<file path="src/rtl/minterm_scanner_pkg.sv">
// Shared types and helpers for the minterm scanner.
//   state_e        : scan FSM states
//   KIND_*         : term-kind encodings carried on term_kind
//   tt_width()     : truth-table width for a given variable count
package minterm_scanner_pkg;

    typedef enum logic [1:0] {
        IDLE = 2'd0,
        SCAN = 2'd1,
        DONE = 2'd2
    } state_e;

    localparam logic KIND_MAXTERM = 1'b0;
    localparam logic KIND_MINTERM = 1'b1;

    // Number of input combinations of an n-variable function.
    function automatic int unsigned tt_width(input int unsigned n_vars);
        return 32'd1 << n_vars;
    endfunction

endpackage

</file>
<file path="src/rtl/term_evaluator.sv">
// Combinational evaluation of one truth-table index against both canonical forms.
//   sop_mask_i : bit i = 1 -> index i is a minterm
//   pos_mask_i : bit i = 1 -> index i is a maxterm
//   index_i    : input combination being evaluated
//   f_sop_o    : function value from the sum-of-products mask
//   f_pos_o    : function value from the product-of-sums mask
//   disagree_o : the two forms differ at this index
module term_evaluator
    import minterm_scanner_pkg::*;
#(
    parameter int unsigned N_VARS = 4,
    parameter int unsigned TT_W   = tt_width(N_VARS)
) (
    input  logic [TT_W-1:0]   sop_mask_i,
    input  logic [TT_W-1:0]   pos_mask_i,
    input  logic [N_VARS-1:0] index_i,
    output logic              f_sop_o,
    output logic              f_pos_o,
    output logic              disagree_o
);

    always_comb begin
        f_sop_o    = sop_mask_i[index_i];
        f_pos_o    = ~pos_mask_i[index_i];
        disagree_o = f_sop_o ^ f_pos_o;
    end

endmodule

</file>
<file path="src/rtl/minterm_scanner.sv">
// Sequential truth-table scanner: latches SOP/POS masks on start, streams one
// term record per index over valid/ready and counts the minterms accepted.
// Optional SOP/POS equivalence check is compiled in with
// MINTERM_SCANNER_EQUIV_CHECK_EN.
//   clk, rst_n         : clock, async active-low reset
//   start              : begin a scan (IDLE only)
//   sop_mask, pos_mask : minterm / maxterm masks, latched on start
//   busy, done         : scan in progress / one-cycle completion pulse
//   term_valid/ready   : record handshake
//   term_index/kind    : offered index and its kind (1 = minterm)
//   ones_count         : minterms accepted in current or last scan
//   mismatch(_index)   : sticky form disagreement and its first index
module minterm_scanner
    import minterm_scanner_pkg::*;
#(
    parameter int unsigned N_VARS = 4,
    parameter int unsigned TT_W   = tt_width(N_VARS)
) (
    input  logic              clk,
    input  logic              rst_n,
    input  logic              start,
    input  logic [TT_W-1:0]   sop_mask,
    input  logic [TT_W-1:0]   pos_mask,
    output logic              busy,
    output logic              done,
    output logic              term_valid,
    input  logic              term_ready,
    output logic [N_VARS-1:0] term_index,
    output logic              term_kind,
    output logic [N_VARS:0]   ones_count,
    output logic              mismatch,
    output logic [N_VARS-1:0] mismatch_index
);

    localparam int unsigned      CNT_W    = N_VARS + 1;
    localparam logic [N_VARS-1:0] LAST_IDX = N_VARS'(TT_W - 1);

    state_e              state_q, state_d;
    logic [N_VARS-1:0]   idx_q, idx_d;
    logic [TT_W-1:0]     sop_q, sop_d;
    logic [CNT_W-1:0]    ones_q, ones_d;
    logic                busy_q, busy_d;
    logic                done_q, done_d;
    logic                valid_q, valid_d;
    logic                kind_q, kind_d;
    logic [TT_W-1:0]     pos_cur, pos_nxt;
    logic                accept;

    logic                f_sop_cur, f_pos_cur, disagree_cur;
    logic                f_sop_nxt, f_pos_nxt, disagree_nxt;
    logic                unused_sink;

`ifdef MINTERM_SCANNER_EQUIV_CHECK_EN
    logic [TT_W-1:0]     pos_q, pos_d;
    logic                mm_q, mm_d;
    logic [N_VARS-1:0]   mmi_q, mmi_d;

    assign pos_cur     = pos_q;
    assign pos_nxt     = pos_d;
    assign unused_sink = ^{f_pos_cur, f_pos_nxt, disagree_nxt};
`else
    assign pos_cur     = '0;
    assign pos_nxt     = '0;
    assign unused_sink = ^{pos_mask, f_pos_cur, disagree_cur, f_pos_nxt, disagree_nxt};
`endif

    // Current index: drives counting and the equivalence check.
    term_evaluator #(.N_VARS(N_VARS), .TT_W(TT_W)) u_eval_cur (
        .sop_mask_i (sop_q),
        .pos_mask_i (pos_cur),
        .index_i    (idx_q),
        .f_sop_o    (f_sop_cur),
        .f_pos_o    (f_pos_cur),
        .disagree_o (disagree_cur)
    );

    // Next index: pre-computes the kind so term_kind comes straight from a flop.
    term_evaluator #(.N_VARS(N_VARS), .TT_W(TT_W)) u_eval_nxt (
        .sop_mask_i (sop_d),
        .pos_mask_i (pos_nxt),
        .index_i    (idx_d),
        .f_sop_o    (f_sop_nxt),
        .f_pos_o    (f_pos_nxt),
        .disagree_o (disagree_nxt)
    );

    assign accept = valid_q & term_ready;

    // Next-state, counters and registered-output decode.
    always_comb begin
        state_d = state_q;
        idx_d   = idx_q;
        sop_d   = sop_q;
        ones_d  = ones_q;
`ifdef MINTERM_SCANNER_EQUIV_CHECK_EN
        pos_d   = pos_q;
        mm_d    = mm_q;
        mmi_d   = mmi_q;
`endif

        unique case (state_q)
            IDLE: begin
                if (start) begin
                    state_d = SCAN;
                    idx_d   = '0;
                    sop_d   = sop_mask;
                    ones_d  = '0;
`ifdef MINTERM_SCANNER_EQUIV_CHECK_EN
                    pos_d   = pos_mask;
                    mm_d    = 1'b0;
                    mmi_d   = '0;
`endif
                end
            end
            SCAN: begin
                if (accept) begin
                    // Wrap to 0 on the last index coincides with leaving SCAN.
                    idx_d = idx_q + N_VARS'(1);
                    if (f_sop_cur == KIND_MINTERM) begin
                        ones_d = ones_q + CNT_W'(1);
                    end
`ifdef MINTERM_SCANNER_EQUIV_CHECK_EN
                    if (disagree_cur && !mm_q) begin
                        mm_d  = 1'b1;
                        mmi_d = idx_q;
                    end
`endif
                    if (idx_q == LAST_IDX) begin
                        state_d = DONE;
                    end
                end
            end
            DONE: begin
                state_d = IDLE;
            end
            default: begin
                state_d = IDLE;
            end
        endcase

        busy_d  = (state_d != IDLE);
        valid_d = (state_d == SCAN);
        done_d  = (state_d == DONE);
    end

    assign kind_d = (state_d == SCAN) ? f_sop_nxt : KIND_MAXTERM;

    always_ff @(posedge clk or negedge rst_n) begin
        if (!rst_n) begin
            state_q <= IDLE;
            idx_q   <= '0;
            sop_q   <= '0;
            ones_q  <= '0;
            busy_q  <= 1'b0;
            done_q  <= 1'b0;
            valid_q <= 1'b0;
            kind_q  <= KIND_MAXTERM;
        end else begin
            state_q <= state_d;
            idx_q   <= idx_d;
            sop_q   <= sop_d;
            ones_q  <= ones_d;
            busy_q  <= busy_d;
            done_q  <= done_d;
            valid_q <= valid_d;
            kind_q  <= kind_d;
        end
    end

`ifdef MINTERM_SCANNER_EQUIV_CHECK_EN
    // Latched POS mask and sticky first-disagreement capture.
    always_ff @(posedge clk or negedge rst_n) begin
        if (!rst_n) begin
            pos_q <= '0;
            mm_q  <= 1'b0;
            mmi_q <= '0;
        end else begin
            pos_q <= pos_d;
            mm_q  <= mm_d;
            mmi_q <= mmi_d;
        end
    end

    assign mismatch       = mm_q;
    assign mismatch_index = mmi_q;
`else
    assign mismatch       = 1'b0;
    assign mismatch_index = '0;
`endif

    assign busy       = busy_q;
    assign done       = done_q;
    assign term_valid = valid_q;
    assign term_index = idx_q;
    assign term_kind  = kind_q;
    assign ones_count = ones_q;

endmodule

</file>
<file path="config.mk">
export PLATFORM = sky130hd
export DESIGN_NAME = minterm_scanner
export DESIGN_NICKNAME = d
export VERILOG_FILES = /design/src/rtl/minterm_scanner_pkg.sv /design/src/rtl/term_evaluator.sv /design/src/rtl/minterm_scanner.sv
export SDC_FILE = /design/constraint.sdc
export NUM_CORES = 1
export LEC_CHECK = 0
export CORE_UTILIZATION = 48
export DETAILED_ROUTE_END_ITERATION = 7
export PLACE_DENSITY = 0.87
export SLEW_MARGIN = 20
export SYNTH_ARGS = -nofsm -noshare
export SYNTH_HDL_FRONTEND = slang
export SYNTH_HIERARCHICAL = 1
export SYNTH_SLANG_ARGS = --single-unit
</file>
<file path="constraint.sdc">
create_clock -name clk -period 3.1 [get_ports clk]
set_input_delay 0.93 -clock clk [delete_from_list [all_inputs] [get_ports clk]]
set_output_delay 0.93 -clock clk [all_outputs]
set_load 0.02 [all_outputs]
</file>
Yosys cells after proc, flatten, opt, wreduce, memory -nomap -nowiden

Cells that the tools add are included.

Input bits: 36
Word-level logic and storage cells: 42
Register bits after elaboration: 31

Bitwise logic cells: 1
Mux-type cells: 18
Add/sub/neg operators: 2
Magnitude comparators: 2
Eq/ne operators: 7
Reduce and logical (&&, ||, !) cells: 4

Operator list:

| kind                | count |
|---|---|
| $mux 16             | 2 |
| $mux 5              | 3 |
| $lt 4x5->1 const B  | 2 |
| $pmux 5 s2          | 1 |
| $bmux 1 s4          | 2 |
| $mux 4              | 2 |
| $pmux 4 s2          | 1 |
| $mux 2              | 3 |
| $ne 2x2->1 const B  | 3 |
| $add 5x1->5 const B | 1 |
| $add 4x1->4 const B | 1 |
| $eq 2x1->1 const B  | 2 |
| $eq 4x4->1 const B  | 1 |
| $pmux 2 s2          | 1 |
| $reduce_and 4->1    | 1 |
| $reduce_bool 2->1   | 2 |
| $mux 1              | 3 |
| $eq 2x2->1 const B  | 1 |
| $logic_not 2->1     | 1 |
| $and 1x1->1         | 1 |

Logic depth before layout (Yosys ltp)

Depth after elaboration: 6
Gate-level depth with buffers: 10

Cells and area by module

The synthesis kept the hierarchy.

Modules (own cells, without submodules):

| module          | seq. area each (µm²) | cells each | area an instance (µm²) | instances |
|---|---|---|---|---|
| minterm_scanner | 775.7                | 141        | 1400.1                 | 1 |
| term_evaluator  | 0.0                  | 22         | 287.8                  | 2 |

Worst setup path after synthesis

Ideal clock, no wire load.

Kind: input to register
Start: input port start
End: register kind_q, in the netlist term_kind
Setup slack: 0.363 ns
Stages on the path: 9
Data arrival time: 2.606 ns
Library setup time: 0.131 ns
Path buffers: 2
Cell sequence: or3b_1 buf_6 nand3_1 o21ai_0 buf_6 mux4_1 a22oi_1 nand3_1 a21boi_1

Longest elaborated chain between the ends: 5
Elaborated cells on any way between the ends: 10
Classes of those cells: eq/ne: 1; mux: 9

RTL lines:

| item                         | RTL line               | text |
|---|---|---|
| from (decl)                  | minterm_scanner.sv:21  | `input logic start,` |
| $mux 4                       | minterm_scanner.sv:103 | `if (start) begin` |
| $pmux 4 s2                   | minterm_scanner.sv:101 | `unique case (state_q)` |
| named net idx_d[0]           | minterm_scanner.sv:39  | `logic [N_VARS-1:0] idx_q, idx_d;` |
| $bmux 1 s4                   | term_evaluator.sv:23   | `f_sop_o = sop_mask_i[index_i];` |
| $mux 1 (not written as such) | term_evaluator.sv:23   |  |
| named net f_sop_nxt          | minterm_scanner.sv:50  | `logic f_sop_nxt, f_pos_nxt, disagree_nxt;` |
| $mux 1                       | minterm_scanner.sv:146 | `assign kind_d = (state_d == SCAN) ? f_sop_nxt : KIND_MAXTERM;` |
| named net kind_d             | minterm_scanner.sv:45  | `logic kind_q, kind_d;` |
| to (signal assigned)         | minterm_scanner.sv:166 | `kind_q <= kind_d;` |
| to (decl)                    | minterm_scanner.sv:45  |  |

The timed path passes the listed nets, and every way through them passes these cells. The select of a mux whose other input is x is not followed.
A chain may end at the register's enable or synchronous reset.

Final worst setup path

Start: input port start
End: register kind_q, in the netlist term_kind

Longest elaborated chain between the ends: 5
Elaborated cells on any way between the ends: 10
Classes of those cells: eq/ne: 1; mux: 9

RTL lines:

| item                         | RTL line               | text |
|---|---|---|
| $mux 16                      | minterm_scanner.sv:103 |  |
| $mux 16                      | minterm_scanner.sv:101 |  |
| named net sop_d[1]           | minterm_scanner.sv:40  | `logic [TT_W-1:0] sop_q, sop_d;` |
| $bmux 1 s4                   | term_evaluator.sv:23   |  |
| $mux 1 (not written as such) | term_evaluator.sv:23   |  |
| named net f_sop_nxt          | minterm_scanner.sv:50  |  |
| $mux 1                       | minterm_scanner.sv:146 |  |
| named net kind_d             | minterm_scanner.sv:45  |  |

The timed path passes the listed nets, and every way through them passes these cells. The select of a mux whose other input is x is not followed.

==> results by group <==
Timing
  – Final Skew: 8.90 ps
  – Achievable clock frequency: 343 MHz
  – Tcrit/Tclk final: around 94%
  – Setup ws final: approximately 190 ps
  – Pins Over Slew Limit: 0
  – RSZ-0062 raised after global routing: false
  – Final setup viols: 0
  – Final min period: around 3000 ps
  – Hold Fails Final Rpt: 0

Critical path
  – CP peak stage delay: 520 ps
  – Worst setup path endpoint: term_kind
  – Crit start category: input pin
  – Critical Path AT: ~3100 ps
  – Critical path origin: start
  – Critical R2R Launch: state_q[0]
  – RR Endpoint: term_kind
  – Worst R2R Setup Slack: ~680 ps
  – Critical Path Most Common Cell: nand2_1
  – WP depth: 9
  – Maximum fanout along the worst path: 25
  – CP Capture Type: flip-flop
  – Delay-heaviest family, CP: buffers and inverters
  – FF-to-FF path depth: 8
  – Worst EP required: approximately 3300 ps
  – Max stage delay cell, worst path: mux4_1
  – Crit-path cells: clkdlybuf4s50_1 -> or3b_1 -> buf_4 -> nand2_1 -> nand2_1 -> mux4_1 -> a22oi_1 -> nand3_1 -> a21boi_1
  – Worst path bufs/invs: 2
  – Crit Path Class: in2reg

Clock tree
  – Clock tree sinks: 31
  – Num CTS Buffers: 5
  – H-tree lvl count: 2
  – CTS root buffer: clkbuf_4
  – # hold bufs at CTS: 0
  – Longest Clk Path Bufs: 2
  – Clk Latency, worst-skew pair: around 340 ps
  – Post-cts repair resize count: 0
  – Postcts setup bufs: 0
  – Clock slew at reported path FFs: ~100 ps
  – CTS tree: done

Final layout
  – Number of inserted diodes: 0
  – Most common cell after layout, fill and taps aside: nand2_1
  – Layout fillers: 273
  – Design Area, Final: roughly 0.0021 mm^2
  – Most frequent cells in the layout: nand2_1 (60), clkdlybuf4s50_1 (32), dfrtp_1 (31)
  – Area growth syn-to-layout: 24.9%
  – Layout Nets: ~240
  – Layout cells sized above 1: roughly a tenth

Floorplan
  – Die Area: ~0.0038 mm^2
  – Core ar.: between 0.003 and 0.004 mm^2
  – Initial Utilization: between 50 and 60%
  – Die width: 61.8 um
  – IO Count: 54
  – Die height: ~62 um
  – Rows: 21

Drt
  – Final wirelength: between 3000 and 4000 um
  – DRC errors left: 0
  – Routed wl met2: between 1500 and 2000 um
  – DR WL/cell: about 14 um
  – Initial DRC Count: between 40 and 50
  – Met3 WL post-DR: around 180 um
  – Top layer in use: met4
  – Routed met1 length: approximately 1500 um
  – Vias: between 1000 and 1500
  – Via density: 5.22
  – DRT antenna net count: 0
  – Drt first pass iters: 5

Pwr
  – PnR Total Power: 2070 uW
  – Clk pwr share: between 15 and 20%
  – Power density cells: between 900 and 1000 mW/mm^2
  – Internal: approximately 1300 uW
  – Share of power burned in registers: 35.8%
  – Sw frac: 38.1%
  – Logic pwr share: 47.9%
  – P_leak: about 0.0010 uW
  – Maximum vdd ir drop: 0.000484 V
  – Net load switching power: around 790 uW

Synthesis
  – Warnings, synthesis: 6
  – Mapped Cells: roughly 170
  – Avg Cell Area, Syn: around 10 um^2
  – Mapped cell area: ~0.0017 mm^2

Min path
  – Hold Crit Class: reg2reg

Placement
  – Post-DP HPWL: 2410 um
  – IO buf count: 32
  – Routability congestion estimate: about 0.8
  – Pre-CTS setup slack: -107 ps
  – Post-Place Cell Area: approximately 0.002 mm^2

Global route
  – Vias in the first global route: about 1200
  – Initial antenna violation count: 0
  – Total track usage: a little over a fifth
  – Global route overflow: 0
  – First-pass GRT wire length: just under 6000 um
  – Pin count of the biggest net entering global routing: 32

Run status
  – Status: complete, no violations

Run
  – Max-cap viol count: 0
==> state kept, by name (all words and copies together), names as in the netlist <==
name	flops
sop_q	16
busy	1
term_kind	1
done	1
term_valid	1
state_q	2
ones_count	5
term_index	4
==> how the worst min path moves through the flow <==
stage,cells past startpoint,endpoint,slack [ps],start
5_1_grt,2,sop_q[3],530,sop_q[3]
6_report,2,sop_q[14],510,sop_q[14]
2_1_floorplan,2,sop_q[1],450,sop_q[1]
4_1_cts,2,sop_q[14],500,sop_q[14]
3_5_place_dp,2,sop_q[14],480,sop_q[14]
3_3_place_gp,2,sop_q[12],460,sop_q[12]
==> layout make-up <==
cell class	count	area [um^2]	share of cell area, %
clock inverters	2	35.0	1.63
well taps	46	57.6	2.69
multi-input cells	122	817	38.1
repair buffers	42	395	18.4
clock buffers	6	51.3	2.39
inverters	3	11.3	0.525
flip-flops and latches	31	776	36.2
==> per-stage QoR <==
stage | std cells | util (%) | TNS (ps) | hold WS, ps
floorplan | 171 | - | 0 | 448
global placement | 244 | 60.7 | -103 | 465
detailed placement | 244 | 60.7 | -107 | 479
CTS | 252 | 63.2 | 0 | 505
global route | 252 | 63.2 | 0 | 530
finish | 252 | 63.2 | 0 | 507
==> worst reg2reg max path: cells and delay by family, from the launching register on <==
| family | cells | cell delay (ps) |
|---|---|---|
| AND/OR/NAND/NOR | 4 | 730 |
| multiplexers | 1 | 520 |
| flip-flops | 1 | 510 |
| AO/OA/AOI/OAI | 2 | 330 |
| buffers and inverters | 1 | 230 |
==> power groups by stage <==
stage                     clock (uW)  combinational (uW)  sequential (uW)
final                            336                 990              739
after detailed placement           0                 988              748
after global routing             364                1090              770
after global placement             0                 945              738
after floorplan                    0                 648              768
after CTS                        343                 998              738
==> metal layers <==
metal / global-route usage, % / vias up
li1: - / 644
met3: 6.63 / 9
met1: 27.4 / 614
met2: 35.5 / 48
met5: 0 / -
met4: 9.21 / 0
Note: power is estimated with default switching activity, not from simulation.
